$ cat src/rtl/cordic_pkg.sv
// Shared constants, arctangent table and FSM state type for the iterative cosine CORDIC.
package cordic_pkg;

    localparam int FRAC = 19;
    localparam int DW   = FRAC + 3;
    localparam int CW   = $clog2(FRAC + 1);

    // Gain compensation 1/prod(sqrt(1+2^-2i)) for 16 micro-rotations, in Q.FRAC
    localparam logic signed [DW-1:0] K_SCALED = 22'sd318375;

    typedef enum logic [1:0] {
        IDLE,
        ROTATE,
        DONE
    } state_t;

    // round(atan(2^-i) * 2^FRAC)
    function automatic logic signed [DW-1:0] atan_entry(input int i);
        logic signed [DW-1:0] v;
        case (i)
            0:       v = 22'sd411775;
            1:       v = 22'sd243084;
            2:       v = 22'sd128439;
            3:       v = 22'sd65198;
            4:       v = 22'sd32725;
            5:       v = 22'sd16379;
            6:       v = 22'sd8191;
            7:       v = 22'sd4096;
            8:       v = 22'sd2048;
            9:       v = 22'sd1024;
            10:      v = 22'sd512;
            11:      v = 22'sd256;
            12:      v = 22'sd128;
            13:      v = 22'sd64;
            14:      v = 22'sd32;
            15:      v = 22'sd16;
            16:      v = 22'sd8;
            17:      v = 22'sd4;
            18:      v = 22'sd2;
            default: v = '0;
        endcase
        return v;
    endfunction

endpackage

$ cat src/rtl/cordic_cos_iter_if.sv
// Start/busy/done request bundle between the angle producer and the cosine CORDIC.
interface cordic_cos_iter_if;
    import cordic_pkg::*;

    logic            start;
    logic            sign_i;
    logic            integer_i;
    logic [FRAC-1:0] fractional_i;
    logic            busy;
    logic            done;
    logic            integer_o;
    logic [FRAC-1:0] fractional_o;

    modport master (
        output start, sign_i, integer_i, fractional_i,
        input  busy, done, integer_o, fractional_o
    );

    modport slave (
        input  start, sign_i, integer_i, fractional_i,
        output busy, done, integer_o, fractional_o
    );

endinterface

$ cat src/rtl/cordic_atan_rom.sv
// Combinational arctangent lookup indexed by the micro-rotation counter.
module cordic_atan_rom
    import cordic_pkg::*;
(
    input  logic [CW-1:0]        idx,
    output logic signed [DW-1:0] angle
);

    logic signed [DW-1:0] atan_table [FRAC];

    genvar gi;
    generate
        for (gi = 0; gi < FRAC; gi++) begin : g_rom
            assign atan_table[gi] = atan_entry(gi);
        end
    endgenerate

    always_comb begin
        angle = '0;
        if (idx < CW'(FRAC)) begin
            angle = atan_table[idx];
        end
    end

endmodule

$ cat src/rtl/cordic_cos_iter.sv
// Iterative rotation-mode CORDIC: cos of a signed Q1.19 angle, saturated to unsigned Q1.19.
module cordic_cos_iter
    import cordic_pkg::*;
#(
    parameter int ITER = 16
) (
    input  logic               clk,
    input  logic               reset,
    cordic_cos_iter_if.slave   bus
);

    state_t               state_reg, state_next;
    logic signed [DW-1:0] x_reg, x_next;
    logic signed [DW-1:0] y_reg, y_next;
    logic signed [DW-1:0] z_reg, z_next;
    logic [CW-1:0]        count_reg, count_next;
    logic                 done_reg, done_next;
    logic                 int_reg, int_next;
    logic [FRAC-1:0]      frac_reg, frac_next;

    logic signed [DW-1:0] atan_val;
    logic signed [DW-1:0] x_sh, y_sh, z_load;
    logic                 load;

    cordic_atan_rom u_rom (
        .idx   (count_reg),
        .angle (atan_val)
    );

    always_comb begin
        state_next = state_reg;
        x_next     = x_reg;
        y_next     = y_reg;
        z_next     = z_reg;
        count_next = count_reg;
        done_next  = 1'b0;
        int_next   = int_reg;
        frac_next  = frac_reg;
        load       = 1'b0;

        x_sh   = x_reg >>> count_reg;
        y_sh   = y_reg >>> count_reg;
        z_load = {{(DW-FRAC-1){1'b0}}, bus.integer_i, bus.fractional_i};
        if (bus.sign_i) begin
            z_load = -z_load;
        end

        case (state_reg)
            IDLE: begin
                load = bus.start;
            end
            ROTATE: begin
                if (!z_reg[DW-1]) begin
                    x_next = x_reg - y_sh;
                    y_next = y_reg + x_sh;
                    z_next = z_reg - atan_val;
                end else begin
                    x_next = x_reg + y_sh;
                    y_next = y_reg - x_sh;
                    z_next = z_reg + atan_val;
                end
                count_next = count_reg + 1'b1;
                if (count_reg == CW'(ITER - 1)) begin
                    state_next = DONE;
                end
            end
            DONE: begin
                // Result is registered here; a start in this cycle reloads at the same edge
                done_next = 1'b1;
                if (x_reg[DW-1]) begin
                    int_next  = 1'b0;
                    frac_next = '0;
                end else if (|x_reg[DW-2:FRAC]) begin
                    int_next  = 1'b1;
                    frac_next = '0;
                end else begin
                    int_next  = 1'b0;
                    frac_next = x_reg[FRAC-1:0];
                end
                load = bus.start;
                if (!bus.start) begin
                    state_next = IDLE;
                end
            end
            default: state_next = IDLE;
        endcase

        if (load) begin
            x_next     = K_SCALED;
            y_next     = '0;
            z_next     = z_load;
            count_next = '0;
            state_next = ROTATE;
        end
    end

    always_ff @(posedge clk) begin
        if (reset) begin
            state_reg <= IDLE;
            x_reg     <= '0;
            y_reg     <= '0;
            z_reg     <= '0;
            count_reg <= '0;
            done_reg  <= 1'b0;
            int_reg   <= 1'b0;
            frac_reg  <= '0;
        end else begin
            state_reg <= state_next;
            x_reg     <= x_next;
            y_reg     <= y_next;
            z_reg     <= z_next;
            count_reg <= count_next;
            done_reg  <= done_next;
            int_reg   <= int_next;
            frac_reg  <= frac_next;
        end
    end

    assign bus.busy         = (state_reg != IDLE);
    assign bus.done         = done_reg;
    assign bus.integer_o    = int_reg;
    assign bus.fractional_o = frac_reg;

endmodule

$ cat src/flat_wrapper.sv
// flat-port wrapper written by rule: the top's interface ports become plain ports
module cordic_cos_iter_flat import cordic_pkg::*;
#(
    parameter int ITER = 16
)
  (clk, reset, bus_start, bus_sign_i, bus_integer_i, bus_fractional_i, bus_busy, bus_done, bus_integer_o, bus_fractional_o);
  cordic_cos_iter_if bus_i ();
  input  logic clk;
  input  logic reset;
  input wire logic [$bits(bus_i.start)-1:0] bus_start;
  input wire logic [$bits(bus_i.sign_i)-1:0] bus_sign_i;
  input wire logic [$bits(bus_i.integer_i)-1:0] bus_integer_i;
  input wire logic [$bits(bus_i.fractional_i)-1:0] bus_fractional_i;
  output wire logic [$bits(bus_i.busy)-1:0] bus_busy;
  output wire logic [$bits(bus_i.done)-1:0] bus_done;
  output wire logic [$bits(bus_i.integer_o)-1:0] bus_integer_o;
  output wire logic [$bits(bus_i.fractional_o)-1:0] bus_fractional_o;
  assign bus_i.start = bus_start;
  assign bus_i.sign_i = bus_sign_i;
  assign bus_i.integer_i = bus_integer_i;
  assign bus_i.fractional_i = bus_fractional_i;
  assign bus_busy = bus_i.busy;
  assign bus_done = bus_i.done;
  assign bus_integer_o = bus_i.integer_o;
  assign bus_fractional_o = bus_i.fractional_o;
  cordic_cos_iter #(.ITER(ITER)) u_core (.clk(clk), .reset(reset), .bus(bus_i));
endmodule
$ cat config.mk
export PLATFORM = sky130hd
export DESIGN_NAME = cordic_cos_iter_flat
export DESIGN_NICKNAME = d
export VERILOG_FILES = /design/src/rtl/cordic_pkg.sv /design/src/rtl/cordic_cos_iter_if.sv /design/src/rtl/cordic_atan_rom.sv /design/src/rtl/cordic_cos_iter.sv /design/src/flat_wrapper.sv
export SDC_FILE = /design/constraint.sdc
export NUM_CORES = 1
export LEC_CHECK = 0
export CORE_UTILIZATION = 50
export CTS_CLUSTER_DIAMETER = 100
export DETAILED_ROUTE_END_ITERATION = 6
export PLACE_DENSITY_LB_ADDON = 0.15
export SLEW_MARGIN = 20
export SYNTH_ARGS = -nofsm -noshare
export SYNTH_HDL_FRONTEND = slang
export SYNTH_SLANG_ARGS = --single-unit
$ cat constraint.sdc
create_clock -name clk -period 15.14 [get_ports clk]
set_clock_uncertainty 0.15 [all_clocks]
set_input_delay 2.271 -clock clk [delete_from_list [all_inputs] [get_ports clk]]
set_output_delay 2.271 -clock clk [all_outputs]
set_load 0.02 [all_outputs]
# Word level (Yosys, flattened, before mapping)
# Memory sizes are Yosys's and may differ from the RTL's.
# Cells that the tools add are included.
# W data, S select, Z words.
# totals
regBits	94
mem_bits_ro	704
word_cells	62
memories	1
# mem_list
memory	depth	width	rd	rd_clocked_by_memory_dff	write_ports	line_no	rtl
(name not given)	32	22	1	0	0	cordic_atan_rom.sv:21	angle = atan_table[idx];
# op_classes
add_sub_neg	8
n_lt_le_gt_ge	2
n_eq_ne	8
n_shift	2
n_mux	21
bitwise_logic	2
reduce_logical	8
# op_table
cell	n
$mux W22	9
$mux W19	4
$add A22 B22 Y22	3
$sub A22 B22 Y22	3
$sshr A22 B5 Y22	2
$neg A20 Y22	1
$ge A6 B6 Y1 const B	1
$not A5 Y6	1
$pmux W2 S3	1
$reduce_and A3 Y1	2
$reduce_or A2 Y1	3
$add A5 B1 Y5 const B	1
$eq A5 B4 Y1 const B	1
$lt A5 B5 Y1 const B	1
$mux W1	5
$mux W2	2
$ne A2 B1 Y1 const B	2
$reduce_bool A2 Y1	2
$ne A3 B1 Y1 const B	1
$ne A3 B2 Y1 const B	1
$eq A2 B1 Y1 const B	1
$eq A2 B2 Y1 const B	1
$logic_not A2 Y1	1
$ne A2 B2 Y1 const B	1
$not A1 Y1	1

# Depth between registers and ports, before layout
# Gate-level depths: netlist (run 1).
# logic_depth
word_depth	9
depth_mapped	24
ltp_nobuf	20

# Hierarchy
# From an unflattened synthesis (run 1), not the netlist that was laid out.
# unflattened
hier_cells	1402
hier_area_um2	10959.3
# modules_own_cells
mod	instances	cells_each	area_per_inst_um2
cordic_cos_iter	1	1328	10486.3
cordic_atan_rom	1	74	473.0

# Least setup slack after synthesis (run 1)
# No wires, ideal clock.
# synth_path
path_kind	flip-flop to flip-flop
startpoint	reg u_core.count_reg[1]
endpoint	reg u_core.z_reg[10]
setup_time_ps	115
arrival_time_ps	4878
required_ps	14875
slack_ps	9998
path_stages_with_launch	25
n_path_buf	4
period_less_slack_ps	5142
path_cell_list	dfxtp_1 -> buf_2 -> buf_2 -> buf_4 -> buf_2 -> inv_1 -> ha_1 -> nor2_1 -> a31oi_1 -> o21ai_0 -> nand2_1 -> ha_1 -> nand2_1 -> o21ai_0 -> fa_1 -> a21o_1 -> a21oi_1 -> o21bai_1 -> a2111oi_0 -> nor2_1 -> a21o_1 -> a21oi_1 -> xnor2_1 -> nor2_1 -> a2111oi_0
# synth_between
elab_chain_cells	9
# synth_lines
element	line_no	rtl
start, declared	cordic_cos_iter.sv:16	logic [CW-1:0] count_reg, count_next;
start signal, assigned	cordic_cos_iter.sv:112	count_reg <= count_next;
$not A5 Y6 (implied by the code)	cordic_atan_rom.sv:21	
$mem_v2 Z32 W22	--	
$mux W22 (implied by the code) (2 in series)	cordic_atan_rom.sv:21	
$mux W22 *	cordic_atan_rom.sv:20	if (idx < CW'(FRAC)) begin
$sub A22 B22 Y22 or $add A22 B22 Y22 (tied branches)	cordic_cos_iter.sv:56, cordic_cos_iter.sv:60	
$mux W22 *	cordic_cos_iter.sv:53	if (!z_reg[DW-1]) begin
$mux W22 *	cordic_cos_iter.sv:48	case (state_reg)
$mux W22 *	cordic_cos_iter.sv:88	if (load) begin
end signal, assigned	cordic_cos_iter.sv:111	z_reg <= z_next;
end, declared	cordic_cos_iter.sv:15	logic signed [DW-1:0] z_reg, z_next;
# Mark *: on every way between the ends. The rest lies on a longest branch, timed or not. The select of a mux whose other input is x is not followed.
# A chain may end at the register's enable or synchronous reset.

# Final worst setup path (run 1)
# layout_path
startpoint	reg u_core.count_reg[1]
endpoint	reg u_core.x_reg[21]
# layout_between
elab_chain_cells	3
# layout_lines
element	line_no	rtl
$sshr A22 B5 Y22 *	cordic_cos_iter.sv:42	y_sh = y_reg >>> count_reg;
$sub A22 B22 Y22 or $add A22 B22 Y22 (tied branches)	cordic_cos_iter.sv:54, cordic_cos_iter.sv:58	
$mux W22 *	cordic_cos_iter.sv:53	
end signal, assigned	cordic_cos_iter.sv:109	x_reg <= x_next;
end, declared	cordic_cos_iter.sv:13	logic signed [DW-1:0] x_reg, x_next;
# Mark *: on every way between the ends. The rest lies on a longest branch, timed or not.

==> results of run 1 <==
[metrics by stage]
step | power [mW] | std cells | hold slack (ps) | utilization
after floorplan | 1.25 | 1375 | 291 | -
after detailed placement | 1.49 | 1629 | 315 | 0.544
after global placement | 1.48 | 1629 | 304 | 0.544
after CTS | 1.74 | 1645 | 326 | 0.558
final | 1.75 | 1645 | 322 | 0.558
after global routing | 1.89 | 1645 | 371 | 0.558
[worst min-delay path, cell delays in order, from the launching register on]
cell and delay (ps):
dfxtp_1 320, nand2_1 50, a21oi_1 60
[power by group through the flow]
stage / Sequential, mW / Clock (mW) / Combinational (mW)
after floorplan: 0.320 / 0 / 0.934
after global placement: 0.359 / 0 / 1.13
after detailed placement: 0.359 / 0 / 1.13
after CTS: 0.353 / 0.250 / 1.14
after global routing: 0.360 / 0.258 / 1.28
final: 0.357 / 0.244 / 1.15
[cell families (layout without fill, tap and decap cells)]
| kind of cell | count (synthesis) | count (layout) |
|---|---|---|
| AOI/OAI and AO/OA | 404 | 404 |
| xor gates and xnor gates | 124 | 124 |
| adders and majority gates | 83 | 83 |
| buffers and inverters | 121 | 116 |
| DFF | 94 | 94 |
| muxes | 93 | 93 |
| and+or+nand+nor | 456 | 456 |
[placed cells by master (no fill, tap or decap), types with 44 or more instances in the layout]
cell,instances
nor2_1,155
o21ai_0,57
ha_1,80
clkdlybuf4s50_1,44
a21oi_1,118
nand2_1,132
dfxtp_1,89
xor2_1,45
mux4_2,45
xnor2_1,79
[cell usage after synthesis, drive strengths merged (11+ instances only)]
master / number / area (µm²)
xnor2: 79 / 692
mux4: 52 / 1200
o21bai: 11 / 82.6
mux2: 12 / 135
inv: 35 / 131
o211ai: 11 / 82.6
o21ai: 58 / 290
a2111oi: 12 / 111
and3: 11 / 68.8
mux2i: 29 / 290
nand2b: 23 / 144
o22ai: 23 / 144
a31oi: 28 / 175
a211oi: 18 / 135
nand3: 19 / 95.1
or3: 11 / 68.8
buf: 34 / 176
clkbuf: 50 / 188
dfxtp: 94 / 1880
a21o: 17 / 128
nor3: 25 / 125
nor4: 13 / 87.6
ha: 80 / 1000
a22oi: 24 / 180
o31ai: 14 / 110
nand2: 133 / 499
nor2: 155 / 582
xor2: 45 / 394
nor2b: 13 / 81.3
a21oi: 118 / 591
[how the worst max path moves through the flow]
stage	start	end	slack (ps)	cells past startpoint
floorplan	u_core.count_reg[1]	u_core.z_reg[10]	10000	24
global placement	u_core.count_reg[1]	u_core.x_reg[21]	8940	21
detailed placement	u_core.count_reg[1]	u_core.x_reg[21]	8800	21
CTS	u_core.count_reg[1]	u_core.x_reg[21]	8750	21
global route	u_core.count_reg[1]	u_core.x_reg[21]	8230	21
finish	u_core.count_reg[1]	u_core.x_reg[21]	8660	21
[layer usage]
layer	part of all wire	GRT usage	vias to the layer above
met3	0.073	0.0625	69
met1	0.43	0.385	5109
met5	0	0	-
met4	0.028	0.107	0
li1	-	-	5110
met2	0.47	0.505	405
[area by class of cell]
class,instances,area (µm²)
well taps,275,344
fillers,2000,9370
repair buffers,63,581
inverters,37,139
multi-input cells,1160,8590
flip-flops and latches,94,1890
clock inverters,7,77.6
clock buffers,9,225
==> results.json, run 1 <==
{
  "status": "finished clean",
  "place_ws_ps": 8800,
  "synth_compound_area_frac": 0.243,
  "crit_buf_inv": 2,
  "clk_path_buf_depth": 2,
  "synth-async-reset-ratio": 0,
  "maxCapViolations": 0,
  "ios": 46,
  "yosys.area_share.adder": 0.0968,
  "insertion_delay_ps": 380,
  "final_nets": 1472,
  "critPathTopFamily": "compound AO/OA/AOI/OAI gates",
  "slew-limit-headroom": 0.348,
  "reg2reg_slack_ps": 8660,
  "p_int_mw": 0.914,
  "area_growth_syn_to_layout_pct": 8.13,
  "postCtsSetupBuffers": 0,
  "vdd_drop_max_mv": 0.0981,
  "dr.first_iter.drc_count": 936,
  "cts_hold_buf": 0,
  "crit_fanout": 45,
  "post-route-period-util": 0.428,
  "antennaDiodeCount": 0,
  "cp.required_ps": 15270,
  "criticalPathCategory": "flop to flop",
  "drive_above_1_share": 0.0898,
  "cp_slowest_cell": "dfxtp_4",
  "antenna_found_initial": 0,
  "num_rows": 53,
  "hold_viol": 0,
  "min_path_cells": 2,
  "slowest_delay_ps": 650,
  "place_congestion": 0.979,
  "placed_cell_area_um2": 11500,
  "ys_ff_latch": 94,
  "min_from": "u_core.z_reg[0]",
  "cp.arrival_ps": 6610,
  "switchingPower_mw": 0.837,
  "wl_per_cell_um": 20.5,
  "grt_max_degree": 60,
  "ys_types": 78,
  "synth_top_family_by_area": "compound AO/OA/AOI/OAI gates",
  "dp_hpwl_um": 24300,
  "route.detailed.drc": 0,
  "combPwrFrac": 0.657,
  "ant_nets": 0,
  "syn-cell-area_um2": 11000,
  "timing.final.ws_setup_ps": 8660,
  "port_buffers": 45,
  "fin_tns_setup_ps": 0,
  "fmax_ghz": 0.154,
  "ys_seq_area_frac": 0.172,
  "cts-root-buf": "clkbuf_16",
  "syn_inst": 1375,
  "syn_nets": 1482,
  "cp-start-kind": "flop",
  "synth_enable_flop_cells": 0,
  "ctsResizeCount": 0,
  "die_h_um": 150,
  "routed_wl_um": 33700,
  "total_leakage_power_nw": 4.59,
  "clkTransAtPathRegs_ps": 90,
  "tightest_slew_ps": 974,
  "slew_violations": 0,
  "grt_pass1_vias": 10100,
  "dr_total_vias": 10700,
  "rr_startpoint": "u_core.count_reg[1]",
  "cts_tree": "built",
  "fin_crit_ps": 6480,
  "synthXorXnorAreaFrac": 0.0991,
  "start_util": 0.516,
  "timing.rr.end": "u_core.x_reg[21]",
  "switching_share": 0.478,
  "yosysWarnings": 0,
  "syn_area_per_cell_um2": 7.97,
  "synthMuxAreaShare": 0.148,
  "synth-simple-area-share": 0.196,
  "clock_sinks": 94,
  "dieArea_um2": 22500,
  "rsz0062_at_grt": "false",
  "dr.pass1.iters": 6,
  "fp.dieW_um": 150,
  "power_frac_seq": 0.204,
  "grt_first_pass_wirelength_um": 53300,
  "p_per_area_nw_per_um2": 148,
  "grtUsageTotal": 0.303,
  "core_um2": 21200,
  "r2r_cells": 21,
  "min_path_type": "flop to flop",
  "overflow": 0,
  "post-route-cell-area_um2": 11800,
  "cts_inserted_buffers": 9,
  "setup-violations-final": 0,
  "htree_levels": 3,
  "crit_top_cell": "a21oi_1",
  "ys.flop_type": "dfxtp_1",
  "endpoint_kind": "flop",
  "worstHoldEndpoint": "u_core.z_reg[0]",
  "clkPwrFrac": 0.139,
  "cp_cell_sequence": "buf_4, mux4_2, mux2i_1, a21oi_1, o221ai_1, ha_1, inv_1, nor3_1, a21oi_1, xnor2_1, ha_1, a2111oi_0, o21a_1, nor3_1, nand4b_1, a311oi_1, nand3_1, a31oi_1, xor2_1, a21oi_1, a31o_1",
  "viasPerCell": 6.50
}
(Power assumes the default switching activity.)
==> run 2: changes to the inputs <==
==> constraint.sdc (replaced) <==
create_clock -name clk -period 5.8 [get_ports clk]
set_clock_uncertainty 0.15 [all_clocks]
set_input_delay 0.87 -clock clk [delete_from_list [all_inputs] [get_ports clk]]
set_output_delay 0.87 -clock clk [all_outputs]
set_load 0.02 [all_outputs]
==> run 2 against run 1 <==
Net effect: maximum frequency grew 21%; sequential share of layout area fell by 0.46 points; highest routed layer unchanged; worst setup slack got worse by 8200 ps; via count grew 1.7%; total power increased to 2.7 times the previous value; global-route usage grew 1.1 points; critical path depth up 1; clock power grew to 2.6 times the previous value; hold slack improved by 6.5 ps; first-iteration DRC count down 3.3%; sequential power increased to 2.6 times the previous value; largest power group unchanged.
==> results.json, run 2 (synthesized netlist as in run 1, its figures left out) <==
{
  "timing.final.ws_setup_ps": 437,
  "post-route-cell-area_um2": 12200,
  "place_congestion": 0.986,
  "core_um2": 21200,
  "grt_max_degree": 58,
  "cp-start-kind": "flop",
  "slowest_delay_ps": 550,
  "num_rows": 53,
  "maxCapViolations": 0,
  "timing.rr.end": "u_core.y_reg[21]",
  "area_growth_syn_to_layout_pct": 11.5,
  "viasPerCell": 6.45,
  "endpoint_kind": "flop",
  "layout_common_cells": "154 x nor2_1, 133 x nand2_1, 118 x a21oi_1",
  "htree_levels": 3,
  "dr_total_vias": 10900,
  "fin_crit_ps": 5360,
  "grt_first_pass_wirelength_um": 54900,
  "vdd_drop_max_mv": 0.287,
  "dr.first_iter.drc_count": 905,
  "mostFrequentLayoutCell": "nor2_1",
  "tightest_slew_ps": 1080,
  "crit_fanout": 17,
  "final_nets": 1513,
  "fp.dieW_um": 150,
  "critPathTopFamily": "compound AO/OA/AOI/OAI gates",
  "dr.pass1.iters": 6,
  "dieArea_um2": 22500,
  "worst-path-stages": 22,
  "route.detailed.drc": 0,
  "total_leakage_power_nw": 4.81,
  "rsz0062_at_grt": "false",
  "whs_ps": 328,
  "antenna_found_initial": 0,
  "cts-root-buf": "clkbuf_16",
  "wl_per_cell_um": 20.5,
  "ant_nets": 0,
  "insertion_delay_ps": 370,
  "clk_path_buf_depth": 2,
  "fin_util": 0.575,
  "rr_startpoint": "u_core.count_reg[1]",
  "grt_pass1_vias": 10100,
  "routed_wl_um": 34600,
  "port_buffers": 45,
  "cts_inserted_buffers": 9,
  "fin_cells": 1686,
  "power_mw": 4.68,
  "post-route-period-util": 0.925,
  "place_ws_ps": 362,
  "placed_cell_area_um2": 11900,
  "clkTransAtPathRegs_ps": 80,
  "hold_viol": 0,
  "cp_slowest_cell": "mux2i_1",
  "overflow": 0,
  "cts_tree": "built",
  "ios": 46,
  "min_path_type": "flop to flop",
  "fin_tns_setup_ps": 0,
  "crit_start": "u_core.count_reg[1]",
  "dp_hpwl_um": 25700,
  "cp.required_ps": 5890,
  "clock_sinks": 94,
  "drive_above_1_share": 0.117,
  "cp_cell_sequence": "buf_8, nor2_1, mux2i_1, a22o_1, a211oi_1, nor4_1, buf_4, nand2_1, nor2_1, a31oi_1, o21bai_1, xor2_1, ha_1, a21oi_1, o21ai_0, a21oi_1, o21ai_0, or3_1, o2111ai_1, a211oi_1, o21ai_1, o31ai_1",
  "fillCellCount": 1981,
  "slew_violations": 0,
  "cp-endpoint": "u_core.y_reg[21]",
  "crit_buf_inv": 2,
  "place_inst": 1669,
  "reg2reg_slack_ps": 440,
  "slew-limit-headroom": 0.281,
  "status": "finished clean",
  "fmax_ghz": 0.186,
  "cp.arrival_ps": 5450,
  "p_per_area_nw_per_um2": 383,
  "die_h_um": 150,
  "criticalPathCategory": "flop to flop",
  "r2r_cells": 22,
  "grtUsageTotal": 0.314,
  "start_util": 0.516,
  "antennaDiodeCount": 0,
  "setup-violations-final": 0
}
[run 2: how the worst min path moves through the flow]
stage / from / end / slack [ps] / cells after the start
global placement: u_core.z_reg[0] / u_core.z_reg[0] / 300 / 2
floorplan: u_core.z_reg[0] / u_core.z_reg[0] / 290 / 2
finish: u_core.z_reg[0] / u_core.z_reg[0] / 330 / 2
global route: u_core.z_reg[17] / u_core.z_reg[17] / 350 / 2
CTS: u_core.z_reg[0] / u_core.z_reg[0] / 330 / 2
detailed placement: u_core.z_reg[0] / u_core.z_reg[0] / 320 / 2
[run 2: metal layers]
| metal | global-route usage | vias to the layer above | wire length (µm) |
|---|---|---|---|
| met5 | 0 | - | 0 |
| met4 | 0.100 | 0 | 780 |
| met3 | 0.0610 | 68 | 2610 |
| met2 | 0.501 | 442 | 16000 |
| met1 | 0.424 | 5149 | 15200 |
| li1 | - | 5220 | - |
[run 2: layout make-up]
class	count	area (µm²)	share of cell area
Multi-Input combinational cell	1160	8600	0.704
Sequential cell	94	1890	0.155
Timing Repair Buffer	104	937	0.0767
Tap cell	275	344	0.0282
Clock buffer	9	225	0.0184
Inverter	37	139	0.0114
Clock inverter	7	75.1	0.00615
[run 2: where the power goes]
group | internal [mW] | switching (mW) | total (mW)
clock network | 0.308 | 0.335 | 0.643
logic | 1.40 | 1.71 | 3.11
registers | 0.733 | 0.185 | 0.918
total | 2.45 | 2.23 | 4.68
[run 2: worst min-delay path: cells and delay by family (launching register included)]
family	cells	cell delay, ps
AOI/OAI and AO/OA	1	60
and+or+nand+nor	1	60
DFF	1	320
[run 2: what timing repair did]
item,CTS,global route
hold endpoints to repair,0,0
hold buffers,0,0
buffers inserted,0,1
resized for setup,0,4
setup endpoints to repair,0,8
==> run 3: changes to the inputs <==
--- a/config.mk
+++ b/config.mk
@@ -5,6 +5,7 @@
 export SDC_FILE = /design/constraint.sdc
 export NUM_CORES = 1
 export LEC_CHECK = 0
+export CAP_MARGIN = 10
 export CORE_UTILIZATION = 50
 export CTS_CLUSTER_DIAMETER = 100
 export DETAILED_ROUTE_END_ITERATION = 6
==> results of run 3 <==
The final DEF is identical to that of run 2; final timing and power are the same.
